--- config.mk ---
export PLATFORM = sky130hd
export DESIGN_NAME = uart_rx_fifo
export DESIGN_NICKNAME = d
export VERILOG_FILES = /design/src/rtl/uart_pkg.sv /design/src/rtl/uart_rx_fifo.sv
export SDC_FILE = /design/constraint.sdc
export NUM_CORES = 1
export LEC_CHECK = 0
export BUFFER_PORTS_ARGS = -buffer_cell sky130_fd_sc_hd__buf_2
export CORE_MARGIN = 3
export CORE_UTILIZATION = 45
export CTS_CLUSTER_DIAMETER = 120
export CTS_CLUSTER_SIZE = 14
export DETAILED_ROUTE_END_ITERATION = 7
export GPL_TIMING_DRIVEN = 0
export PLACE_DENSITY = 0.58
export SLEW_MARGIN = 20
export SYNTH_ARGS = -nofsm -noshare
export SYNTH_HDL_FRONTEND = slang
export SYNTH_SLANG_ARGS = --single-unit
export TNS_END_PERCENT = 30
--- constraint.sdc ---
create_clock -name clk50 -period 2.9 [get_ports clk50]
set_clock_uncertainty 0.1 [all_clocks]
set_input_delay 0.145 -clock clk50 [delete_from_list [all_inputs] [get_ports clk50]]
set_output_delay 0.145 -clock clk50 [all_outputs]
set_load 0.01 [all_outputs]
--- src/rtl/uart_pkg.sv ---
// Shared UART definitions: data width, receive FIFO sizing and the byte type.
package uart_pkg;

  localparam int UART_DATA_W            = 8;
  localparam int UART_RX_FIFO_DEPTH     = 16;
  localparam int UART_RX_FIFO_THRESHOLD = 8;

  typedef logic [UART_DATA_W-1:0] uart_byte_t;

endpackage : uart_pkg

--- src/rtl/uart_rx_fifo.sv ---
// Receive byte buffer behind uart_rx_path: first-word-fall-through read port,
// fill level, sticky overrun flag and a level interrupt.
module uart_rx_fifo
  import uart_pkg::*;
#(
  parameter int DEPTH     = UART_RX_FIFO_DEPTH,
  parameter int THRESHOLD = UART_RX_FIFO_THRESHOLD,
  localparam int AW       = $clog2(DEPTH)
) (
  input  logic                   clk50,
  input  logic                   reset,
  input  logic [UART_DATA_W-1:0] rx_data_i,
  input  logic                   rx_done_i,
  input  logic                   rd_en_i,
  input  logic                   flush_i,
  input  logic                   clr_overrun_i,
  output logic [UART_DATA_W-1:0] rd_data_o,
  output logic                   empty_o,
  output logic                   full_o,
  output logic [AW:0]            count_o,
  output logic                   overrun_o,
  output logic                   irq_o
);

  localparam logic [AW:0] DEPTH_C  = (AW+1)'(DEPTH);
  localparam logic [AW:0] THRESH_C = (AW+1)'(THRESHOLD);

  uart_byte_t    mem_reg [DEPTH];
  logic [AW-1:0] wr_ptr_reg, wr_ptr_next;
  logic [AW-1:0] rd_ptr_reg, rd_ptr_next;
  logic [AW:0]   count_reg, count_next;
  logic          overrun_reg, overrun_next;

  logic empty, full;
  logic do_write, do_pop, overrun_set;

  assign empty = (count_reg == '0);
  assign full  = (count_reg == DEPTH_C);

  // When full the FIFO is never empty, so rd_en_i alone guarantees a pop frees a slot.
  always_comb begin
    do_pop      = rd_en_i && !empty && !flush_i;
    do_write    = rx_done_i && !flush_i && (!full || rd_en_i);
    overrun_set = rx_done_i && full && !rd_en_i && !flush_i;
  end

  always_comb begin
    wr_ptr_next  = wr_ptr_reg;
    rd_ptr_next  = rd_ptr_reg;
    count_next   = count_reg;
    overrun_next = overrun_set | (overrun_reg & ~clr_overrun_i);
    if (flush_i) begin
      wr_ptr_next = '0;
      rd_ptr_next = '0;
      count_next  = '0;
    end else begin
      if (do_write) wr_ptr_next = wr_ptr_reg + AW'(1);
      if (do_pop)   rd_ptr_next = rd_ptr_reg + AW'(1);
      case ({do_write, do_pop})
        2'b10:   count_next = count_reg + (AW+1)'(1);
        2'b01:   count_next = count_reg - (AW+1)'(1);
        default: count_next = count_reg;
      endcase
    end
  end

  always_ff @(posedge clk50 or posedge reset) begin
    if (reset) begin
      wr_ptr_reg  <= '0;
      rd_ptr_reg  <= '0;
      count_reg   <= '0;
      overrun_reg <= 1'b0;
    end else begin
      wr_ptr_reg  <= wr_ptr_next;
      rd_ptr_reg  <= rd_ptr_next;
      count_reg   <= count_next;
      overrun_reg <= overrun_next;
    end
  end

  // Storage is deliberately left out of reset; empty_o masks stale contents.
  always_ff @(posedge clk50) begin
    if (do_write) mem_reg[wr_ptr_reg] <= rx_data_i;
  end

  assign rd_data_o = empty ? '0 : mem_reg[rd_ptr_reg];
  assign empty_o   = empty;
  assign full_o    = full;
  assign count_o   = count_reg;
  assign overrun_o = overrun_reg;
  assign irq_o     = (count_reg >= THRESH_C) || overrun_reg;

endmodule : uart_rx_fifo

**Word-level counts from Yosys, hierarchy flattened**

Memories as Yosys holds them, arrays and structs flattened.
Index checks and enable logic that the tools add are counted.

- Equality and inequality tests: 3
- $add $sub $neg: 4
- $lt $le $gt $ge: 1
- Muxes and demuxes: 9
- Shifts and indexed selects: 0
- Bitwise gates (word level): 3
- Div/mod/pow operators: 0
- Multiply operators: 0
- Reduce and logical (&&, ||, !) cells: 17

Operators with widths:

| operator | number |
|---|---|
| $mux 4 | 4 |
| $pmux 5 s2 | 1 |
| $add 4x1->4 const B | 2 |
| $mux 8 | 1 |
| $logic_and 1x1->1 | 7 |
| $add 5x1->5 const B | 1 |
| $eq 5x5->1 const B | 1 |
| $ge 5x4->1 const B | 1 |
| $logic_not 5->1 | 1 |
| $mux 5 | 1 |
| $sub 5x1->5 const B | 1 |
| $logic_not 1->1 | 4 |
| $reduce_bool 2->1 | 2 |
| $reduce_bool 3->1 | 1 |
| $eq 2x1->1 const B | 1 |
| $eq 2x2->1 const B | 1 |
| $logic_or 1x1->1 | 2 |
| $mux 1 | 2 |
| $and 1x1->1 | 1 |
| $not 1->1 | 1 |
| $or 1x1->1 | 1 |

- Memory bits (writable): 128
- Output and inout bits: 17
- Bits in read-only memories: 0
- Word-level logic and storage cells: 42
- Bits in latches: 0
- Input port bits: 14
- Register bits: 14
- Memories kept: 1

Memories:

| name | words | width | read ports | clocked after Yosys merged registers in | write ports | line | text |
|---|---|---|---|---|---|---|---|
| mem_reg | 16 | 8 | 1 | 0 | 1 | uart_rx_fifo.sv:28 | `uart_byte_t mem_reg [DEPTH];` |

**Logic depth before layout (Yosys ltp)**

- Depth in word-level cells: 7
- Gate-level depth with buffers: 10
- Depth with buffers taken out: 9

**Least setup slack after synthesis**

No wires, ideal clock.

- Kind: register -> register
- From: reg count_reg[1] (netlist: count_o[1])
- To: reg count_reg[4] (netlist: count_o[4])
- Buffers on the path: 1
- Slack: 0.222 ns
- Period minus slack after synthesis: 2.678 ns
- Library setup time: 0.069 ns
- Arrival: 2.509 ns
- Stages on the path, launching flop included: 11
- Data required time: 2.731 ns
- Cells stage by stage: dfrtp_1 buf_6 or4_4 o21bai_4 xnor2_1 ha_1 or3_1 a21oi_1 mux2i_1 or4_1 nand3_1

- Word-level cells in the longest chain between the ends: 7
- Elaborated cells on any way between the ends: 15
- Classes of those cells: add/sub (2); eq/ne (3); mux (2); reduce/logical (8)

RTL lines:

| element | line | text |
|---|---|---|
| start: declaration | uart_rx_fifo.sv:31 | `logic [AW:0] count_reg, count_next;` |
| start signal: assignment | uart_rx_fifo.sv:76 | `count_reg <= count_next;` |
| $eq 5x5->1 / $logic_not 5->1 (equally long branches) | uart_rx_fifo.sv:38, uart_rx_fifo.sv:37 |  |
| $logic_not 1->1 (on tied branches) | uart_rx_fifo.sv:43, uart_rx_fifo.sv:42 |  |
| $logic_or 1x1->1 / $logic_and 1x1->1 (equally long branches) | uart_rx_fifo.sv:43, uart_rx_fifo.sv:42 |  |
| $logic_and 1x1->1 (on tied branches) | uart_rx_fifo.sv:43, uart_rx_fifo.sv:42 |  |
| $eq 2x1->1 / $eq 2x2->1 (equally long branches) | uart_rx_fifo.sv:59 | `case ({do_write, do_pop})` |
| $pmux 5 s2 | uart_rx_fifo.sv:59 |  |
| $mux 5 | uart_rx_fifo.sv:52 | `if (flush_i) begin` |

Several ways; a longest one is shown, not always the timed one.
A chain may end at the register's enable or synchronous reset.

**Worst setup path in the final report**

Same ends and word-level chain as after synthesis.

==> out/metrics.cfg <==
[floorplanning]
io_pins=31
die_area_um2=14500
fp-row-count=41
start_util=0.464
die_w_um=121
core_um2=12700
die_h_um=121

[power]
total_power_mw=5.74
power.internal_mw=4.22
swShare=0.265
peakVddDrop_uv=468
p_sw_mw=1.52
pwr-share-seq=0.408
p_comb_frac=0.224
power_density_nw_per_um2=829
pwr-share-clk=0.368
p_leak_nw=2.34

[route]
drt_first_iter_violations=213
drc=0
routed_wl_mm=12.0
dr.pass1.iters=4
vias=3070
via_per_inst=5.44
wl_per_cell_um=21.3
ant_nets=0

[synth]
syn_inst=326
synth_cell_types=39
ys_ff_latch=142
synth_top_family_by_area=multiplexers
synth_compound_area_frac=0.0288
synth-edff-count=128
avgSynthCellArea_um2=18.1
yosysWarnings=0
synth_top_cell_area_share=0.651
syn_area_um2=5910
synth_area_leader_cell=edfxtp_1
async_reset_ff_frac=0.0986
synthTopCellsByArea=edfxtp_1, mux4_2, dfrtp_1, mux2i_1, ha_1
synth_flop_cell=edfxtp_1
synth_xor_area_frac=0.0119
synth_fa_ha_area_frac=0.0148
synthesis.nets=347
yosys.area_share.simple=0.0612
muxShareOfSynthArea=0.153
ys_seq_area_frac=0.710

[clocking]
cts_buffers=17
cts_tree=built
worst_skew_pair.late_latency_ps=410
htreeDepth=4
cts_root_buffer=clkbuf_16
clk_pin_slew_ps=60
cts_buffer_depth=2
post_cts_buffers=0
cts.sinks=142

[global_routing]
grt_pass1_wl_mm=18.2
grt_usage=0.176
grt_max_degree=17
grt_pass1_vias=3140
antenna_found_initial=0
overflow=0

[worst_setup_path]
r2r-start=count_o[1]
critPathSlowestCell=or4_4
rr_worst_depth=10
crit_type=register to register
crit_path_end_kind=register
critPathLaunchType=register
cp_cell_sequence=buf_6 > or4_4 > o21bai_4 > xnor2_1 > ha_1 > or3_1 > a21oi_1 > mux2i_1 > or4_1 > nand3_1
crit_path_start=count_o[1]
r2r-end=count_o[4]
cp_max_fo=8
r2r_slack_ps=90
arrival_ps=3070
critPathMaxStageDelay_ps=540
cp.required_ps=3150

[placed_design]
placedCellCount=530
place_congestion=0.730
port_buffers=28
dp_hpwl_mm=7.62

[worst_hold_path]
holdPathEnd=mem_reg[6][4]
hp-start=rx_data_i[4]
min_path_cells=1
worstHoldPathType=primary input to register

[finish]
diodes=0
finalNonFillerCells=564
regArea_um2=4200
multi_input_comb_area_um2=1620
drive_gt1_frac=0.286
syn_to_final_growth_pct=17.2
fin_nets=400
largest_register_ffs=128
fillCellCount=1060

[sta]
post-route-min-period_ps=2810
setup_violations=0
finalHoldViolCount=0
max_freq_mhz=355
drv_slew=0
finalSetupTns_ps=0
rsz0062_at_grt=true
tightest_slew_ps=1010
holdWs_ps=12.3
relSlewSlack=0.326
final.period_utilization=0.970

[flow_run]
cap_violations=0

[run_status]
status=complete, no violations

==> metal layers <==
metal,global-route usage,share of wire,up-vias
li1,-,-,1400
met1,0.247,0.46,1567
met2,0.265,0.47,86
met3,0.0538,0.052,17
met4,0.0559,0.014,0
met5,0,0,-
==> repair_timing <==
item / CTS / global route
setup endpoints to repair: 8 / 9
hold buffers: 3 / 0
resized for setup: 4 / 4
endpoints found under the hold margin: 16 / 0
==> cell usage in the layout (no fill, tap or decap), types with 9 or more instances in the layout <==
master,count
mux2i_1,17
clkbuf_1,14
inv_1,10
edfxtp_1,128
nor2_1,12
nand2_1,13
dfrtp_1,13
mux4_2,32
clkbuf_16,17
buf_2,32
and2_1,9
==> cells by family after synthesis <==
family | Yosys count
AO/OA/AOI/OAI | 23
XOR/XNOR | 8
adder cells (fa/ha/maj) | 7
buffers and inverters | 29
flip-flops | 142
multiplexers | 50
AND/OR/NAND/NOR | 67
==> power by group through the flow <==
stage          sequential, mW  combinational, mW  clock [mW]
2_1_floorplan            2.39              0.899           0
3_3_place_gp             2.38               1.28           0
3_5_place_dp             2.38               1.30           0
4_1_cts                  2.34               1.31        2.13
5_1_grt                  2.35               1.41        2.21
6_report                 2.34               1.29        2.11
==> synthesized netlist by cell type (3+ instances only) <==
library cell and instances:
a21oi_1 4, and2_1 9, buf_2 5, clkbuf_1 13, dfrtp_1 14, edfxtp_1 128
ha_1 7, inv_1 10, mux2i_1 17, mux4_2 32, nand2_1 13, nand2b_1 3
nand3_1 8, nor2_1 12, nor2b_1 3, nor4_1 5, o21ai_0 4, o22ai_1 8
or3_1 3, xnor2_1 3, xor2_1 5
==> critical path: cells and delay by family, from the launching register on <==
| family | cells | cell delay (ps) |
|---|---|---|
| xor+xnor | 1 | 90 |
| compound gates | 2 | 340 |
| fa+ha+maj | 1 | 230 |
| flops | 1 | 380 |
| buf+inv | 1 | 140 |
| mux | 1 | 110 |
| simple gates | 4 | 1360 |
==> worst max-delay path by stage <==
stage / to / slack, ps / depth (start not counted)
after floorplan: count_o[4] / 220 / 10
after global placement: mem_reg[1][1] / -550 / 5
after detailed placement: count_o[4] / 120 / 10
after CTS: rd_data_o[7] / 20 / 6
after global routing: count_o[4] / -50 / 10
final: count_o[4] / 90 / 10
==> stage by stage <==
stage | util | cell area (µm²) | setup slack, ps
2_1_floorplan | - | 5910 | 222
3_3_place_gp | 0.492 | 6260 | -549
3_5_place_dp | 0.497 | 6320 | 123
4_1_cts | 0.544 | 6920 | 15.6
5_1_grt | 0.544 | 6930 | -54.9
6_report | 0.544 | 6930 | 86.6
==> area by class of cell <==
cell class / count / share of cell area
Buffer: 18 / 0.0128
Clock buffer: 23 / 0.0647
Clock inverter: 9 / 0.0170
Inverter: 10 / 0.00542
Multi-Input combinational cell: 155 / 0.234
Sequential cell: 142 / 0.606
Tap cell: 172 / 0.0311
Timing Repair Buffer: 35 / 0.0289
No activity file was read; power rests on OpenSTA's default activity.
